File: config.mk
export PLATFORM = sky130hd
export DESIGN_NAME = adc_responder
export DESIGN_NICKNAME = d
export VERILOG_FILES = /design/src/rtl/adc_responder_pkg.sv /design/src/rtl/adc_responder_sync_edge.sv /design/src/rtl/adc_responder.sv
export SDC_FILE = /design/constraint.sdc
export NUM_CORES = 1
export LEC_CHECK = 0
export BUFFER_PORTS_ARGS = -buffer_cell sky130_fd_sc_hd__buf_2
export CAP_MARGIN = 20
export CORE_UTILIZATION = 25
export CTS_CLUSTER_SIZE = 12
export DETAILED_ROUTE_END_ITERATION = 6
export GPL_ROUTABILITY_DRIVEN = 0
export HOLD_SLACK_MARGIN = 0.08
export PLACE_DENSITY = 0.5
export REMOVE_ABC_BUFFERS = 1
export SLEW_MARGIN = 20
export SYNTH_ARGS = -nofsm -noshare
export SYNTH_HDL_FRONTEND = slang
export SYNTH_HIERARCHICAL = 1
export SYNTH_SLANG_ARGS = --single-unit
File: constraint.sdc
create_clock -name clk -period 2.8 [get_ports clk]
set_input_delay 0.56 -clock clk [delete_from_list [all_inputs] [get_ports clk]]
set_output_delay 0.56 -clock clk [all_outputs]
set_load 0.02 [all_outputs]
File: src/rtl/adc_responder_pkg.sv
// Shared constants for the serial ADC responder: sample/frame geometry,
// FSM encodings and a saturating counter helper.
package adc_responder_pkg;

  localparam int ADC_WIDTH      = 12;
  localparam int ADC_CLK_DIV    = 4;
  localparam int ADC_LEAD_BITS  = 3;
  localparam int ADC_FRAME_BITS = ADC_LEAD_BITS + ADC_WIDTH;

  localparam logic [1:0] ADCR_IDLE  = 2'd0;
  localparam logic [1:0] ADCR_SHIFT = 2'd1;
  localparam logic [1:0] ADCR_DONE  = 2'd2;

  function automatic logic [7:0] sat_inc8(input logic [7:0] v);
    return (v == 8'hFF) ? v : v + 8'd1;
  endfunction

endpackage

File: src/rtl/adc_responder_sync_edge.sv
// Synchronizer for an asynchronous pin plus rise/fall pulse detection.
// Edges are masked until the chain and history flop hold real pin samples.
module adc_sync_edge #(
  parameter int   SYNC_STAGES = 2,
  parameter logic RESET_LEVEL = 1'b0
) (
  input  logic clk,
  input  logic rst_n,
  input  logic d_i,
  output logic rise_o,
  output logic fall_o
);

  logic [SYNC_STAGES-1:0] sync_q;
  logic                   prev_q;
  logic [SYNC_STAGES:0]   primed_q;
  logic                   level_s;

  assign level_s = sync_q[SYNC_STAGES-1];

  // Synchronizer chain, edge history and post-reset priming shift register
  always_ff @(posedge clk or negedge rst_n) begin
    if (!rst_n) begin
      sync_q   <= {SYNC_STAGES{RESET_LEVEL}};
      prev_q   <= RESET_LEVEL;
      primed_q <= '0;
    end else begin
      sync_q   <= (sync_q << 1) | SYNC_STAGES'(d_i);
      prev_q   <= level_s;
      primed_q <= {primed_q[SYNC_STAGES-1:0], 1'b1};
    end
  end

  // A pin already away from its idle level at reset release is not an edge
  assign rise_o = primed_q[SYNC_STAGES] &  level_s & ~prev_q;
  assign fall_o = primed_q[SYNC_STAGES] & ~level_s &  prev_q;

endmodule

File: src/rtl/adc_responder.sv
// Device side of the serial ADC link: shifts 12-bit stream samples out MSB
// first behind LEAD_BITS zeros, driven by the reader's adc_clk / adc_cs.
module adc_responder #(
  parameter int ADC_WIDTH   = adc_responder_pkg::ADC_WIDTH,
  parameter int LEAD_BITS   = adc_responder_pkg::ADC_LEAD_BITS,
  parameter int SYNC_STAGES = 2
) (
  input  logic                 clk,
  input  logic                 rst_n,
  input  logic                 adc_clk,
  input  logic                 adc_cs,
  output logic                 adc_data,
  input  logic                 s_valid,
  output logic                 s_ready,
  input  logic [ADC_WIDTH-1:0] s_value,
  output logic                 frame_done,
  output logic                 frame_abort,
  output logic [7:0]           underrun_cnt
);
  import adc_responder_pkg::*;

  localparam int                FRAME_BITS = LEAD_BITS + ADC_WIDTH;
  localparam int                CNT_W      = $clog2(FRAME_BITS);
  localparam logic [CNT_W-1:0]  LAST_BIT   = CNT_W'(FRAME_BITS - 1);

  logic clk_fall_s, clk_rise_unused_s, cs_fall_s, cs_rise_s;

  logic [1:0]            state_q, state_d;
  logic [FRAME_BITS-1:0] shreg_q, shreg_d;
  logic [CNT_W-1:0]      bit_cnt_q, bit_cnt_d;
  logic                  data_q, data_d;
  logic                  done_q, done_d;
  logic                  abort_q, abort_d;
  logic [ADC_WIDTH-1:0]  hold_q, hold_d;
  logic                  hold_full_q, hold_full_d;
  logic [ADC_WIDTH-1:0]  last_q, last_d;
  logic [7:0]            under_q, under_d;
  logic [ADC_WIDTH-1:0]  sample_s;

  adc_sync_edge #(.SYNC_STAGES(SYNC_STAGES), .RESET_LEVEL(1'b0)) u_clk_sync (
    .clk(clk), .rst_n(rst_n), .d_i(adc_clk), .rise_o(clk_rise_unused_s), .fall_o(clk_fall_s)
  );

  adc_sync_edge #(.SYNC_STAGES(SYNC_STAGES), .RESET_LEVEL(1'b1)) u_cs_sync (
    .clk(clk), .rst_n(rst_n), .d_i(adc_cs), .rise_o(cs_rise_s), .fall_o(cs_fall_s)
  );

  assign s_ready      = ~hold_full_q;
  assign adc_data     = data_q;
  assign frame_done   = done_q;
  assign frame_abort  = abort_q;
  assign underrun_cnt = under_q;

  // Next-state logic: sample hand-off, frame load and bit shifting
  always_comb begin
    state_d     = state_q;
    shreg_d     = shreg_q;
    bit_cnt_d   = bit_cnt_q;
    data_d      = data_q;
    done_d      = 1'b0;
    abort_d     = 1'b0;
    hold_d      = hold_q;
    hold_full_d = hold_full_q;
    last_d      = last_q;
    under_d     = under_q;
    sample_s    = last_q;

    if (s_valid && s_ready) begin
      hold_d      = s_value;
      hold_full_d = 1'b1;
    end else begin
      hold_d      = hold_q;
    end

    // A cs fall restarts the frame from any state, including a glitch mid-frame
    if (cs_fall_s) begin
      if (hold_full_q) begin
        sample_s    = hold_q;
        hold_full_d = 1'b0;
      end else if (s_valid) begin
        sample_s    = s_value;
        hold_d      = hold_q;
        hold_full_d = 1'b0;
      end else begin
        sample_s    = last_q;
        under_d     = sat_inc8(under_q);
      end
      last_d    = sample_s;
      shreg_d   = FRAME_BITS'(sample_s);
      bit_cnt_d = '0;
      data_d    = shreg_d[FRAME_BITS-1];
      state_d   = ADCR_SHIFT;
    end else begin
      case (state_q)
        ADCR_IDLE: begin
          data_d = 1'b0;
        end
        ADCR_SHIFT: begin
          if (cs_rise_s) begin
            data_d  = 1'b0;
            abort_d = 1'b1;
            state_d = ADCR_IDLE;
          end else if (clk_fall_s) begin
            if (bit_cnt_q == LAST_BIT) begin
              data_d  = 1'b0;
              done_d  = 1'b1;
              state_d = ADCR_DONE;
            end else begin
              bit_cnt_d = bit_cnt_q + CNT_W'(1);
              shreg_d   = {shreg_q[FRAME_BITS-2:0], 1'b0};
              data_d    = shreg_q[FRAME_BITS-2];
            end
          end else begin
            state_d = state_q;
          end
        end
        ADCR_DONE: begin
          data_d = 1'b0;
          if (cs_rise_s) begin
            state_d = ADCR_IDLE;
          end else begin
            state_d = state_q;
          end
        end
        default: begin
          data_d  = 1'b0;
          state_d = ADCR_IDLE;
        end
      endcase
    end
  end

  // State and output registers
  always_ff @(posedge clk or negedge rst_n) begin
    if (!rst_n) begin
      state_q     <= ADCR_IDLE;
      shreg_q     <= '0;
      bit_cnt_q   <= '0;
      data_q      <= 1'b0;
      done_q      <= 1'b0;
      abort_q     <= 1'b0;
      hold_q      <= '0;
      hold_full_q <= 1'b0;
      last_q      <= '0;
      under_q     <= 8'd0;
    end else begin
      state_q     <= state_d;
      shreg_q     <= shreg_d;
      bit_cnt_q   <= bit_cnt_d;
      data_q      <= data_d;
      done_q      <= done_d;
      abort_q     <= abort_d;
      hold_q      <= hold_d;
      hold_full_q <= hold_full_d;
      last_q      <= last_d;
      under_q     <= under_d;
    end
  end

endmodule

==> results.ini <==
[outcome]
status=complete, no violations

[grt]
grt_use_met3_pct=2.19
grt_pass1_vias=1973
grt_overflow_total=0
antenna_found_initial=0
use_met2_pct=16.1
grt_pass1_wl_um=9340
grtUsageMet1_pct=13.2
grtUsageTotal_pct=10.3
grt_max_degree=40
gr-max-usage-layer=met2

[pwr]
powerDensity_mw_per_mm2=775
p_sw_w=0.000687
p_int_w=0.00203
comb_power_share_pct=12.2
vdd.ir_drop.worst_mv=0.254
switching_share_pct=25.3
finalPower_w=0.00272
p_leak_nw=1.64
seqPwrFrac_pct=46.1
pwr-share-clk_pct=41.6

[job]
maxCapViolations=0

[cts]
htree_levels=3
cts_buffers=9
cts_hold_buf=0
clock_latency_ps=330
clockRootBuffer=clkbuf_16
cts_setup_buffers=0
cts_buffer_depth=2
ctsResizeCount=0
clkSlewWorstSetupHoldPaths_ps=60
cts_tree=yes
clock-sinks=68

[sta]
maxSlewHeadroom_pct=49.5
finalSetupViolCount=0
rsz0062_at_grt=false
fmax_ghz=0.511
drv_slew=0
fin_skew_ps=5.98
fin_crit_ps=1960
period_share_pct=69.8
tightest_slew_ps=757
tns_ps=0
hold_violations=0

[finish]
layout-drive-gt1-share_pct=26.5
stdcell_count=427
layout_commonest_cell=dfrtp_1
nNetsFinal=302
area_growth_pct=21.4
final_cell_mix=dfrtp_1 (65), buf_2 (28), o211ai_1 (24), o21ai_0 (24), nand2_1 (19)
diodes=0
finish.utilization_pct=31.8

[worst_setup_path]
crit_path_start_kind=flop
required_ps=3010
crit_type=flop to flop
critical_path.cell_chain=and3b_1, buf_4, nor3b_2, buf_4, mux2_2
cp_common_cell=buf_4
max_stage_delay_ps=530
worst_setup_path_end_kind=flop
critPathArrivalTime_ps=2160
cp_max_fo=39
critical-path-top-delay-family=flip-flops
path_buf_inv=2
slowest_stage=dfstp_2

[logic_synthesis]
yosys_warnings=6
syn_inst=248
synth_area_sq_mm=0.00289
syn_avg_cell_area_sq_um=11.6

[die]
die_w_um=110
fp.dieH_um=110
ios=29
dieArea_sq_mm=0.0120
core_sq_mm=0.0110
rows=38
initial_utilization_pct=26.2

[hold_path]
hold_class=input pin to async pin

[place]
io_buffers=28
dp_hpwl_um=3670
numPlacedInstances=411

[route]
initialDrtViolationCount=93
vias=1909
drtAntennaViolNets=0
vias_per_cell=4.47
drt_first_pass_iters=4
wl_per_cell_um=12.6
drt_wl_total_um=5380
route.detailed.drc=0

-- routing by layer --
metal  vias up  share of wire (%)
met5         -                  0
met4         0                2.5
met3        12                2.9
met2        23                 46
met1       931                 48
li1        943                  -
-- power by group through the flow --
stage | registers [W] | clock network, W | logic [W]
floorplan | 0.00126 | 0 | 0.000220
global placement | 0.00127 | 0 | 0.000330
global route | 0.00128 | 0.00120 | 0.000385
CTS | 0.00126 | 0.00116 | 0.000342
finish | 0.00125 | 0.00113 | 0.000333
detailed placement | 0.00127 | 0 | 0.000341
-- through the flow --
stage / worst slack (ps) / hold WS [ps] / area, sq um
detailed placement: 789 / 336 / 3200
finish: 845 / 304 / 3510
floorplan: 137 / 264 / 2820
CTS: 827 / 328 / 3510
global placement: 845 / 333 / 3200
global route: 707 / 329 / 3510
-- state kept, by name (all words and copies together), names as in the netlist, 2 cells and up --
register and count:
last_q 12, u_clk_sync/sync_q 2, hold_q 12, state_q 2, underrun_cnt 8, u_cs_sync/sync_q 2
u_cs_sync/primed_q 3, bit_cnt_q 4, shreg_q 14, u_clk_sync/primed_q 3
-- cell type report --
type                            instances  area, sq um
Clock buffer                           10          239
Clock inverter                          6         63.8
Fill cell                            1165         7520
Inverter                               16         60.1
Multi-Input combinational cell        151         1060
Sequential cell                        68         1710
Tap cell                              140          175
Timing Repair Buffer                   36          200
-- worst register-to-register path, cell delays in order, from the launching register on --
cell and delay, ps:
dfstp_2 530, and3b_1 220, buf_4 260, nor3b_2 280, buf_4 210, mux2_2 340
-- path summary, 6_finish.rpt --
kind	slack, ps	endpoint	cells after the start	from
max	840	hold_q[11]$_DFFE_PN0P_	5	u_cs_sync/sync_q[1]$_DFF_PN1_
min	300	bit_cnt_q[2]$_DFFE_PN0P_	1	rst_n
max reg2reg	840	hold_q[11]$_DFFE_PN0P_	5	u_cs_sync/sync_q[1]$_DFF_PN1_
min reg2reg	350	u_clk_sync/primed_q[1]$_DFF_PN0_	0	u_clk_sync/primed_q[0]$_DFF_PN0_
max in group asynchronous	1790	hold_q[3]$_DFFE_PN0P_	2	rst_n
min in group clk	340	u_cs_sync/sync_q[0]$_DFF_PN1_	1	adc_cs
Note: power is estimated with default switching activity, not from simulation.
